===== src/rtl/time_entry_ctrl.sv =====
// time_entry_ctrl
//
// Time-entry front end for the stopwatch/clock. Two raw buttons (add/sub) are
// synchronised and debounced. While exactly one is held, the selected time field
// is stepped once immediately. After REPEAT_DELAY cycles it auto-repeats every
// REPEAT_RATE cycles. Each field wraps inside its own range without carry.
//
// Ports:
//   clk, rst              clock, asynchronous active-high reset
//   ms_sw/s_sw/min_sw/hr_sw  field select, priority ms > s > min > hr
//   add_time, sub_time    raw asynchronous buttons
//   clr                   synchronous clear of all fields (wins over a step)
//   ms_o/sec_o/min_o/hr_o registered field values
//   step_o                one-cycle pulse per applied step (suppressed by clr)

module time_entry_ctrl #(
  parameter int unsigned DEBOUNCE_CYCLES = 4,
  parameter int unsigned REPEAT_DELAY    = 8,
  parameter int unsigned REPEAT_RATE     = 4,
  parameter int unsigned MS_MAX          = 999,
  parameter int unsigned SEC_MAX         = 59,
  parameter int unsigned MIN_MAX         = 59,
  parameter int unsigned HR_MAX          = 23
) (
  input  logic       clk,
  input  logic       rst,
  input  logic       ms_sw,
  input  logic       s_sw,
  input  logic       min_sw,
  input  logic       hr_sw,
  input  logic       add_time,
  input  logic       sub_time,
  input  logic       clr,
  output logic [9:0] ms_o,
  output logic [5:0] sec_o,
  output logic [5:0] min_o,
  output logic [4:0] hr_o,
  output logic       step_o
);

  localparam int unsigned DbW    = $clog2(DEBOUNCE_CYCLES + 1);
  localparam int unsigned CntTop = (REPEAT_DELAY > REPEAT_RATE) ? REPEAT_DELAY : REPEAT_RATE;
  localparam int unsigned CntW   = $clog2(CntTop + 1);

  localparam logic [DbW-1:0]  DbLast    = DbW'(DEBOUNCE_CYCLES - 1);
  localparam logic [CntW-1:0] DelayLast = CntW'(REPEAT_DELAY - 1);
  localparam logic [CntW-1:0] RateLast  = CntW'(REPEAT_RATE - 1);

  localparam logic [9:0] MsMax  = 10'(MS_MAX);
  localparam logic [5:0] SecMax = 6'(SEC_MAX);
  localparam logic [5:0] MinMax = 6'(MIN_MAX);
  localparam logic [4:0] HrMax  = 5'(HR_MAX);

  typedef enum logic [1:0] {
    StIdle,
    StDelay,
    StRepeat
  } state_e;

  // ---------------------------------------------------------------------------
  // Button synchronisers and debouncers. Bit 0 = add, bit 1 = sub.
  // ---------------------------------------------------------------------------
  logic [1:0]          sync1_q;
  logic [1:0]          sync2_q;
  logic [1:0]          db_q;
  logic [1:0][DbW-1:0] db_cnt_q;

  always_ff @(posedge clk or posedge rst) begin
    if (rst) begin
      sync1_q  <= '0;
      sync2_q  <= '0;
      db_q     <= '0;
      db_cnt_q <= '0;
    end else begin
      sync1_q <= {sub_time, add_time};
      sync2_q <= sync1_q;
      for (int i = 0; i < 2; i++) begin
        // Count consecutive samples that disagree with the accepted level.
        if (sync2_q[i] != db_q[i]) begin
          if (db_cnt_q[i] == DbLast) begin
            db_q[i]     <= sync2_q[i];
            db_cnt_q[i] <= '0;
          end else begin
            db_cnt_q[i] <= db_cnt_q[i] + DbW'(1);
          end
        end else begin
          db_cnt_q[i] <= '0;
        end
      end
    end
  end

  logic dir_up;
  logic dir_dn;
  logic dir_act;

  assign dir_up  = db_q[0] & ~db_q[1];
  assign dir_dn  = db_q[1] & ~db_q[0];
  assign dir_act = dir_up | dir_dn;

  // ---------------------------------------------------------------------------
  // Step / auto-repeat sequencer
  // ---------------------------------------------------------------------------
  state_e          state_q, state_d;
  logic [CntW-1:0] cnt_q, cnt_d;
  logic            last_up_q;   // direction of the most recent step
  logic            step_req;
  logic            reversed;

  // A reversal is a jump straight to the opposite non-zero direction.
  assign reversed = dir_act & (dir_up != last_up_q);

  always_comb begin
    state_d  = state_q;
    cnt_d    = cnt_q;
    step_req = 1'b0;
    case (state_q)
      StIdle: begin
        if (dir_act) begin
          step_req = 1'b1;
          cnt_d    = '0;
          state_d  = StDelay;
        end
      end
      StDelay: begin
        if (!dir_act) begin
          cnt_d   = '0;
          state_d = StIdle;
        end else if (reversed) begin
          step_req = 1'b1;
          cnt_d    = '0;
        end else if (cnt_q == DelayLast) begin
          step_req = 1'b1;
          cnt_d    = '0;
          state_d  = StRepeat;
        end else begin
          cnt_d = cnt_q + CntW'(1);
        end
      end
      StRepeat: begin
        if (!dir_act) begin
          cnt_d   = '0;
          state_d = StIdle;
        end else if (reversed) begin
          // Reversal restarts the initial hold delay in the new direction.
          step_req = 1'b1;
          cnt_d    = '0;
          state_d  = StDelay;
        end else if (cnt_q == RateLast) begin
          step_req = 1'b1;
          cnt_d    = '0;
        end else begin
          cnt_d = cnt_q + CntW'(1);
        end
      end
      default: begin
        cnt_d   = '0;
        state_d = StIdle;
      end
    endcase
  end

  // ---------------------------------------------------------------------------
  // Field select and wrapped next values
  // ---------------------------------------------------------------------------
  logic sel_ms, sel_sec, sel_min, sel_hr;

  assign sel_ms  = ms_sw;
  assign sel_sec = ~ms_sw & s_sw;
  assign sel_min = ~ms_sw & ~s_sw & min_sw;
  assign sel_hr  = ~ms_sw & ~s_sw & ~min_sw & hr_sw;

  logic [9:0] ms_q, ms_step;
  logic [5:0] sec_q, sec_step;
  logic [5:0] min_q, min_step;
  logic [4:0] hr_q, hr_step;
  logic       step_q;

  always_comb begin
    if (dir_up) begin
      ms_step  = (ms_q == MsMax)   ? '0 : ms_q + 10'd1;
      sec_step = (sec_q == SecMax) ? '0 : sec_q + 6'd1;
      min_step = (min_q == MinMax) ? '0 : min_q + 6'd1;
      hr_step  = (hr_q == HrMax)   ? '0 : hr_q + 5'd1;
    end else begin
      ms_step  = (ms_q == '0)  ? MsMax  : ms_q - 10'd1;
      sec_step = (sec_q == '0) ? SecMax : sec_q - 6'd1;
      min_step = (min_q == '0) ? MinMax : min_q - 6'd1;
      hr_step  = (hr_q == '0)  ? HrMax  : hr_q - 5'd1;
    end
  end

  always_ff @(posedge clk or posedge rst) begin
    if (rst) begin
      state_q   <= StIdle;
      cnt_q     <= '0;
      last_up_q <= 1'b0;
      step_q    <= 1'b0;
      ms_q      <= '0;
      sec_q     <= '0;
      min_q     <= '0;
      hr_q      <= '0;
    end else begin
      // Sequencer keeps running through clr so repeat timing is undisturbed.
      state_q <= state_d;
      cnt_q   <= cnt_d;
      if (step_req) begin
        last_up_q <= dir_up;
      end
      step_q <= step_req & ~clr;
      if (clr) begin
        ms_q  <= '0;
        sec_q <= '0;
        min_q <= '0;
        hr_q  <= '0;
      end else if (step_req) begin
        if (sel_ms)  ms_q  <= ms_step;
        if (sel_sec) sec_q <= sec_step;
        if (sel_min) min_q <= min_step;
        if (sel_hr)  hr_q  <= hr_step;
      end
    end
  end

  assign ms_o   = ms_q;
  assign sec_o  = sec_q;
  assign min_o  = min_q;
  assign hr_o   = hr_q;
  assign step_o = step_q;

endmodule

===== config.mk =====
export PLATFORM = sky130hd
export DESIGN_NAME = time_entry_ctrl
export DESIGN_NICKNAME = d
export VERILOG_FILES = /design/src/rtl/time_entry_ctrl.sv
export SDC_FILE = /design/constraint.sdc
export NUM_CORES = 1
export LEC_CHECK = 0
export ABC_CLOCK_PERIOD_IN_PS = 3400
export CAP_MARGIN = 20
export CORE_MARGIN = 5
export CORE_UTILIZATION = 45
export CTS_CLUSTER_DIAMETER = 50
export CTS_CLUSTER_SIZE = 24
export DETAILED_ROUTE_END_ITERATION = 8
export GPL_TIMING_DRIVEN = 0
export PLACE_DENSITY = 0.74
export SYNTH_ARGS = -nofsm -noshare
export SYNTH_HDL_FRONTEND = slang
export SYNTH_SLANG_ARGS = --single-unit

===== constraint.sdc =====
create_clock -name clk -period 3.4 [get_ports clk]
set_input_delay 0.85 -clock clk [delete_from_list [all_inputs] [get_ports clk]]
set_output_delay 0.85 -clock clk [all_outputs]
set_load 0.02 [all_outputs]

==> flow_summary.ini, run 1 <==
[global_routing]
grt-ovfl-total = 0
grt_use_total_pct = 18.0
grt_pass1_wl_um = 14400
grt_max_degree = 29
antenna_found_initial = 0
grt_pass1_vias = 3001

[clock_tree]
cts_buffers = 5
root_buffer = clkbuf_8
cts_tree = built
cts.sinks = 47
cts.htree.levels = 2
clkLatencyLatePin_ns = 0.30
cts_setup_buffers = 0
cts_hold_buf = 0
clockBufferDepth = 2
cts_resized = 0
clk_pin_slew_ns = 0.09

[sta]
grt_setup_unrepaired = false
fin_crit_ns = 2.44
setup_tns_ns = 0
skew_ns = 0.00486
tightest_slew_ns = 0.714
hold_slack_ns = 0.355
finalCritPeriodShare_pct = 71.7
setup_viol = 0
slew_violations = 0
fmax_mhz = 410
slew-limit-headroom_pct = 52.2
final-hold-violation-count = 0

[critical_path]
worstPathArrival_ns = 2.69
end_kind = flop
crit_path_max_incr_delay_ns = 0.70
crit_fanout = 10
slowest_stage = nor4_2
path_cells = clkdlybuf4s50_1, buf_1, nor4_2, o221a_1, a21o_1
critPathRequiredTime_ns = 3.65
critical_path_class = input port to flop
crit_path_start_kind = input port

[floorplan]
die_w_um = 96.8
row_count = 31
placeableCoreArea_um2 = 7290
die-area_um2 = 9370
initial_utilization_pct = 46.5
die_h_um = 96.8
io_pins = 37

[yosys]
synthFlopType = dfrtp_1
ys_seq_area_share_pct = 34.7
netlist_instances = 388
yosys.area_share.adder_pct = 6.64
netlist_area_um2 = 3390
synth_nets = 415
yosys_warnings = 0
synth_compound_area_share_pct = 25.9
ys_ff_latch = 47
avgSynthCellArea_um2 = 8.74
synthMuxAreaShare_pct = 1.26
synth_xor_area_share_pct = 2.03
synth_enable_flop_cells = 0
synth_top_family_by_area = compound AO/OA/AOI/OAI gates
yosys.area_share.simple_pct = 22.4
async_flop_share_pct = 100
ys_types = 76

[drt]
ant_nets = 0
drtIter0Drc = 244
viasPerCell = 6.05
wirelength_um = 8350
wl_per_cell_um = 15.7
first_pass_iters = 5
vias = 3216
drc = 0

[layout]
final_nets = 459
areaGrowthSynthToFinish_pct = 17.9
antenna_cells = 0
drive_gt1_share_pct = 9.01
fillCellCount = 718

[status]
outcome = finished clean

[pwr]
vdd_drop_max_v = 0.000298
total_leakage_power_nw = 1.58
total_power_mw = 3.42
powerDensity_nw_per_um2 = 855

[placed_design]
place_hpwl_um = 6060
gp_congestion = 0.913
port_buffers = 36

[hold_path]
hp-class = flop to flop

[job]
max_cap_violations = 0
## cell usage in the layout (no fill, tap or decap), drive strengths merged, types with 3 or more instances in the layout
| cell type | instances |
|---|---|
| o22ai | 5 |
| nor2 | 24 |
| or3 | 6 |
| o211ai | 6 |
| ha | 18 |
| a31o | 3 |
| a22o | 5 |
| a31oi | 7 |
| and3 | 4 |
| buf | 13 |
| a2111oi | 3 |
| nand2 | 35 |
| xnor2 | 5 |
| nor4b | 3 |
| a211oi | 5 |
| nor3b | 4 |
| clkbuf | 21 |
| nor4 | 6 |
| clkdlybuf4s50 | 36 |
| nor3 | 17 |
| o21ai | 32 |
| a311oi | 6 |
| a21o | 3 |
| nand3b | 4 |
| nor2b | 6 |
| a21oi | 25 |
| a21boi | 3 |
| nand3 | 15 |
| nand4 | 4 |
| or4 | 3 |
| dfrtp | 47 |
| inv | 24 |
| a32o | 3 |
## through the flow
stage / instance area (µm²) / setup slack (ns) / util [%] / cells
CTS: 4000 / 0.954 / 54.8 / 532
global route: 4000 / 0.845 / 54.8 / 532
global placement: 3870 / 0.430 / 53.1 / 523
floorplan: 3390 / 1.40 / - / 388
finish: 4000 / 0.962 / 54.8 / 532
detailed placement: 3890 / 0.659 / 53.4 / 524
## report_power, final
| group | switching [mW] | internal, mW | leakage, nW |
|---|---|---|---|
| Sequential | 0.149 | 0.687 | 0.631 |
| Clock | 0.193 | 0.185 | 0.0505 |
| Combinational | 1.27 | 0.938 | 0.898 |
| Total | 1.61 | 1.81 | 1.58 |
## cells by family (layout without fill, tap and decap cells)
logic type | after synthesis | after routing
compound gates | 123 | 123
simple gates | 139 | 139
xor+xnor | 7 | 7
buf+inv | 50 | 95
flops | 47 | 47
mux | 4 | 4
fa+ha+maj | 18 | 18
## Yosys cell counts (6+ instances only)
cell type	count	area (µm²)
clkbuf_1	13	48.8
nand3_1	15	75.1
dfrtp_1	47	1180
inv_1	24	90.1
ha_1	18	225
nor2b_1	6	37.5
nor2_1	22	82.6
o211ai_1	6	45.0
a21oi_1	25	125
a31oi_1	7	43.8
o21ai_0	24	120
nand2_1	35	131
o21ai_1	7	35.0
nor3_1	15	75.1
## critical path, delay by kind of cell
| kind | cells | cell delay [ns] |
|---|---|---|
| compound gates | 2 | 0.38 |
| simple gates | 1 | 0.70 |
| buf+inv | 2 | 0.76 |
## area by class of cell
type	instances	area, µm²	share of cell area, %
multi-input combinational	291	1970	49.3
clock buffer	7	96.3	2.41
inverter	24	90.1	2.25
buffer	26	151	3.79
timing repair buffer	37	380	9.51
tap	99	124	3.10
clock inverter	1	7.51	0.188
sequential	47	1180	29.4
## metal layers
layer	global-route usage [%]	vias to the layer above	part of all wire (%)
met3	2.88	18	5.9
met5	0	-	0
met2	28.2	129	46
li1	-	1519	-
met1	25.3	1550	46
met4	6.16	0	1.8
## registers in the layout, summed over array words and instances, names as in the netlist
name / count
step_o: 1
cnt_q: 4
ms_o: 10
min_o: 6
state_q: 2
sec_o: 6
last_up_q: 1
sync2_q: 2
sync1_q: 2
db_cnt_q: 6
hr_o: 5
db_q: 2
## worst paths after layout
path / from / endpoint / slack, ns / depth (start not counted)
worst max-delay path: clr / min_o[5] / 0.96 / 5
worst min-delay path: sync1_q[0] / sync2_q[0] / 0.36 / 0
worst max register to register: db_q[0] / sec_o[2] / 0.98 / 7
worst min register to register: sync1_q[0] / sync2_q[0] / 0.36 / 0
max in group asynchronous: rst / last_up_q / 2.02 / 3
min in group asynchronous: rst / hr_o[4] / 0.87 / 2
No activity file was read; power rests on OpenSTA's default activity.
==> run 2: changes to the inputs <==
Settings changed: ABC_CLOCK_PERIOD_IN_PS 3400 to 2100, PLACE_DENSITY 0.74 to 0.77.
Clock period 3.4 ns to 2.1 ns, I/O delays scaled along.
==> run 2 against run 1 <==
  * Design area rose by 6.4%
  * Sequential cell count did not move
  * Global-route usage rose by 0.57 points
  * Count of clock-buffer cells in the layout fell by 2
  * Highest routed layer unchanged
  * Largest cell class unchanged
  * Sequential share of layout area fell by 1.7 points
==> flow_summary.ini, run 2 (same netlist as run 1, synthesis figures left out) <==
[sta]
fmax_mhz = 485
finalCritPeriodShare_pct = 98.3
setup_viol = 0
skew_ns = 0.00869
grt_setup_unrepaired = true
slew-limit-headroom_pct = 64.4
fin_crit_ns = 2.06
setup_tns_ns = 0
slew_violations = 0
tightest_slew_ns = 0.533
hold_slack_ns = 0.355
final-hold-violation-count = 0

[pwr]
internal-power_mw = 3.32
combPwrFrac_pct = 67.0
power_frac_seq_pct = 22.0
total_power_mw = 6.18
swShare_pct = 46.3
p_clk_share_pct = 11.0
vdd_drop_max_v = 0.000563
powerDensity_nw_per_um2 = 1450
p_switching_mw = 2.86
total_leakage_power_nw = 1.68

[placed_design]
dp_cells = 524
port_buffers = 36
place_hpwl_um = 6260
gp_congestion = 0.899

[critical_path]
crit_top_cell = buf_6
critical_path_class = flop to flop
worstPathArrival_ns = 2.24
crit_path_max_incr_delay_ns = 0.46
rrSetupSlack_ns = 0.04
crit_path_start_kind = flop
r2r_end = hr_o[2]
r2r-start = state_q[0]
reg2reg_depth = 9
end_kind = flop
crit_fanout = 6
slowest_stage = a311oi_4
critPathRequiredTime_ns = 2.27
path_cells = inv_2, ha_4, xor2_4, a311oi_4, buf_6, buf_6, a211oi_1, xnor2_1, nor2_1

[layout]
areaGrowthSynthToFinish_pct = 25.5
mostFrequentLayoutCells = 46 x dfrtp_1, 36 x clkdlybuf4s50_1, 35 x nand2_1
antenna_cells = 0
largest_register_ffs = 10
final_nets = 472
final_util_pct = 58.3
fin_cells = 545
drive_gt1_share_pct = 16.1
final_common_cell = dfrtp_1

[floorplan]
placeableCoreArea_um2 = 7290
initial_utilization_pct = 46.5
die_h_um = 96.8
row_count = 31
die_w_um = 96.8
die-area_um2 = 9370
io_pins = 37

[clock_tree]
cts_tree = built
clockBufferDepth = 2
cts.htree.levels = 2
cts_buffers = 5
root_buffer = clkbuf_8
clkLatencyLatePin_ns = 0.31
cts_hold_buf = 0
clk_pin_slew_ns = 0.09
cts.sinks = 47

[job]
max_cap_violations = 0

[hold_path]
hp-class = flop to flop
min_to = sync2_q[1]
min-delay-start = sync1_q[1]
hold_depth = 0

[global_routing]
grt_pass1_vias = 3156
grt_pass1_wl_um = 14800
grt-ovfl-total = 0
grt_use_total_pct = 18.6
grt_max_degree = 28
antenna_found_initial = 0

[drt]
top_layer = met4
viasPerCell = 6.13
wirelength_um = 9130
met2WireLength_um = 4430
wl_met3_um = 618
vias = 3341
ant_nets = 0
drtIter0Drc = 225
first_pass_iters = 5
drc = 0
wl_per_cell_um = 16.8
wl_met1_um = 3900

[status]
outcome = finished clean
[run 2: layout make-up]
| cell class | count | area [µm²] |
|---|---|---|
| Buffer | 25 | 151 |
| Timing Repair Buffer | 51 | 494 |
| Tap cell | 99 | 124 |
| Inverter | 24 | 90.1 |
| Clock inverter | 3 | 43.8 |
| Clock buffer | 5 | 68.8 |
| Sequential cell | 47 | 1180 |
| Multi-Input combinational cell | 291 | 2100 |
| Fill cell | 649 | 3040 |
[run 2: power groups by stage]
stage                     sequential [mW]  clock, mW  combinational [mW]
after global routing                 1.40      0.729                4.46
after CTS                            1.35      0.700                3.83
after detailed placement             1.36          0                3.54
after floorplan                      1.46          0                2.51
final                                1.36      0.679                4.14
after global placement               1.35          0                3.42
[run 2: worst max-delay path, delay by kind of cell (launching register included)]
kind                       cells  cell delay (ns)
adders and majority gates      1             0.19
and+or+nand+nor                1             0.06
AOI/OAI and AO/OA              2             0.52
DFF                            1             0.41
xor gates and xnor gates       2             0.34
buffers and inverters          3             0.40
[run 2: how the worst max path moves through the flow]
| stage | startpoint | slack [ns] | to | cells past startpoint |
|---|---|---|---|---|
| floorplan | ms_o[0] | 0.10 | ms_o[9] | 7 |
| global placement | rst | -0.56 | ms_o[7] | 2 |
| detailed placement | clr | -0.33 | min_o[5] | 5 |
| CTS | db_q[1] | 0.004 | ms_o[9] | 10 |
| global route | state_q[1] | -0.03 | ms_o[9] | 7 |
| finish | state_q[0] | 0.04 | hr_o[2] | 9 |
[run 2: routing by layer]
metal,up-vias,GRT usage (%)
met5,-,0
met4,0,5.72
met3,21,3.24
met2,170,31.5
met1,1593,24.2
li1,1557,-
[run 2: what timing repair did]
action | CTS | global route
pin swaps | 9 | 6
setup buffers | 6 | 7
gates resized for setup | 19 | 17
endpoints found under the hold margin | 0 | 0
setup endpoints to repair | 26 | 28
gates cloned | 1 | 0
[run 2: stage by stage]
step / area (µm²) / worst slack [ns]
6_report: 4250 / 0.0365
5_1_grt: 4250 / -0.0329
4_1_cts: 4150 / 0.00355
3_5_place_dp: 3890 / -0.333
3_3_place_gp: 3870 / -0.555
2_1_floorplan: 3390 / 0.104
==> run 3: changes to the inputs <==
Settings changed: MAX_ROUTING_LAYER set to met4.
==> run 3 against run 2 <==
  * Wire length shrank 1.1%
  * Register-to-register slack hardly changed
  * Sequential power hardly changed
  * Core utilization unchanged
  * Design area did not move
  * Worst setup slack better by 0.0086 ns
  * Largest power group unchanged
  * Clock power barely moved
  * Sequential cell count is the same
  * Clock skew about the same
  * Count of clock-buffer cells in the layout unchanged
  * Non-clock buffer count unchanged
  * Via count shrank 2.0%
==> flow_summary.ini, run 3 (same netlist as run 1, synthesis figures left out) <==
[global_routing]
antenna_found_initial = 0
grt_use_total_pct = 19.1
grt_pass1_vias = 3158
grt-ovfl-total = 0
grt_max_degree = 28
grt_pass1_wl_um = 14800

[drt]
wirelength_um = 9030
first_pass_iters = 5
viasPerCell = 6.01
vias = 3273
wl_per_cell_um = 16.6
ant_nets = 0
drc = 0
drtIter0Drc = 275

[sta]
worst_slack_ns = 0.0451
finalCritPeriodShare_pct = 97.9
slew-limit-headroom_pct = 64.4
final-hold-violation-count = 0
setup_viol = 0
grt_setup_unrepaired = true
slew_violations = 0
tightest_slew_ns = 0.534
skew_ns = 0.00854
fin_crit_ns = 2.05
fmax_mhz = 487
setup_tns_ns = 0
hold_slack_ns = 0.355

[placed_design]
port_buffers = 36
place_ws_ns = -0.333
place_hpwl_um = 6260
gp_congestion = 0.914

[layout]
areaGrowthSynthToFinish_pct = 25.5
final_nets = 472
final_common_cell = dfrtp_1
largest_register_ffs = 10
antenna_cells = 0
drive_gt1_share_pct = 16.1
fillCellCount = 649
mostFrequentLayoutCells = 46 x dfrtp_1, 36 x clkdlybuf4s50_1, 35 x nand2_1

[pwr]
powerDensity_nw_per_um2 = 1450
total_leakage_power_nw = 1.68
vdd_drop_max_v = 0.000558

[floorplan]
die_h_um = 96.8
io_pins = 37
placeableCoreArea_um2 = 7290
die-area_um2 = 9370
row_count = 31
initial_utilization_pct = 46.5
die_w_um = 96.8

[clock_tree]
clockBufferDepth = 2
cts_hold_buf = 0
clk_pin_slew_ns = 0.09
cts.sinks = 47
clkLatencyLatePin_ns = 0.31
cts.htree.levels = 2
cts_tree = built
root_buffer = clkbuf_8
cts_buffers = 5

[critical_path]
critical_path_class = flop to flop
critPathRequiredTime_ns = 2.27
crit_path_start_kind = flop
worstPathArrival_ns = 2.23
end_kind = flop
crit_fanout = 6

[hold_path]
hp-class = flop to flop

[job]
max_cap_violations = 0

[status]
outcome = finished clean
==> run 3: cell counts in the layout (fill, tap and decap cells not counted) <==
Identical to the previous run, type by type.
==> run 3: area by class of cell <==
| cell class | instances | area, µm² | area share (%) |
|---|---|---|---|
| clock buffers | 5 | 68.8 | 1.62 |
| flip-flops and latches | 47 | 1180 | 27.7 |
| inverters | 24 | 90.1 | 2.12 |
| plain buffers | 25 | 151 | 3.56 |
| multi-input cells | 291 | 2100 | 49.5 |
| well taps | 99 | 124 | 2.91 |
| repair buffers | 51 | 494 | 11.6 |
| clock inverters | 3 | 43.8 | 1.03 |
==> run 3: timing repair <==
action	4_1_cts	5_1_grt
endpoints found under the setup margin	26	28
resized for setup	19	17
buffers inserted	6	7
cloned	1	0
pin swaps	9	6
==> run 3: path summary, 6_finish.rpt <==
check,startpoint,endpoint,slack [ns],depth (start not counted)
worst max register to register,state_q[0],hr_o[2],0.05,9
worst min-delay path,sync1_q[1],sync2_q[1],0.36,0
min in group asynchronous,rst,hr_o[0],0.56,2
worst min register to register,sync1_q[1],sync2_q[1],0.36,0
max in group asynchronous,rst,step_o,1.03,3
worst max-delay path,state_q[0],hr_o[2],0.05,9
==> run 3: critical path, stage by stage, from the launching register on <==
cell and delay (ns):
dfrtp_1 0.42, inv_2 0.09, ha_4 0.19, xor2_4 0.15, a311oi_4 0.46, buf_6 0.20, buf_6 0.11, a211oi_1 0.05
xnor2_1 0.18, nor2_1 0.06
==> run 3: where the power goes <==
group / internal (mW) / leakage, nW / switching [mW]
clock: 0.355 / 0.0581 / 0.322
sequential: 1.11 / 0.630 / 0.246
combinational: 1.85 / 0.995 / 2.28
==> run 3: metrics by stage <==
step | std cells | util [%] | power [mW] | cell area (µm²)
floorplan | 388 | - | 3.97 | 3390
global placement | 523 | 53.1 | 4.77 | 3870
detailed placement | 524 | 53.4 | 4.91 | 3890
CTS | 539 | 56.9 | 5.88 | 4150
global route | 545 | 58.3 | 6.58 | 4250
finish | 545 | 58.3 | 6.17 | 4250
==> run 3: layer usage <==
metal | wire, µm | vias to the layer above | GRT usage (%) | part of all wire, %
li1 | - | 1547 | - | -
met1 | 3830 | 1558 | 24.3 | 42
met2 | 4430 | 150 | 31.5 | 49
met3 | 614 | 18 | 3.02 | 6.8
met4 | 155 | 0 | 5.72 | 1.7
met5 | 0 | - | - | 0
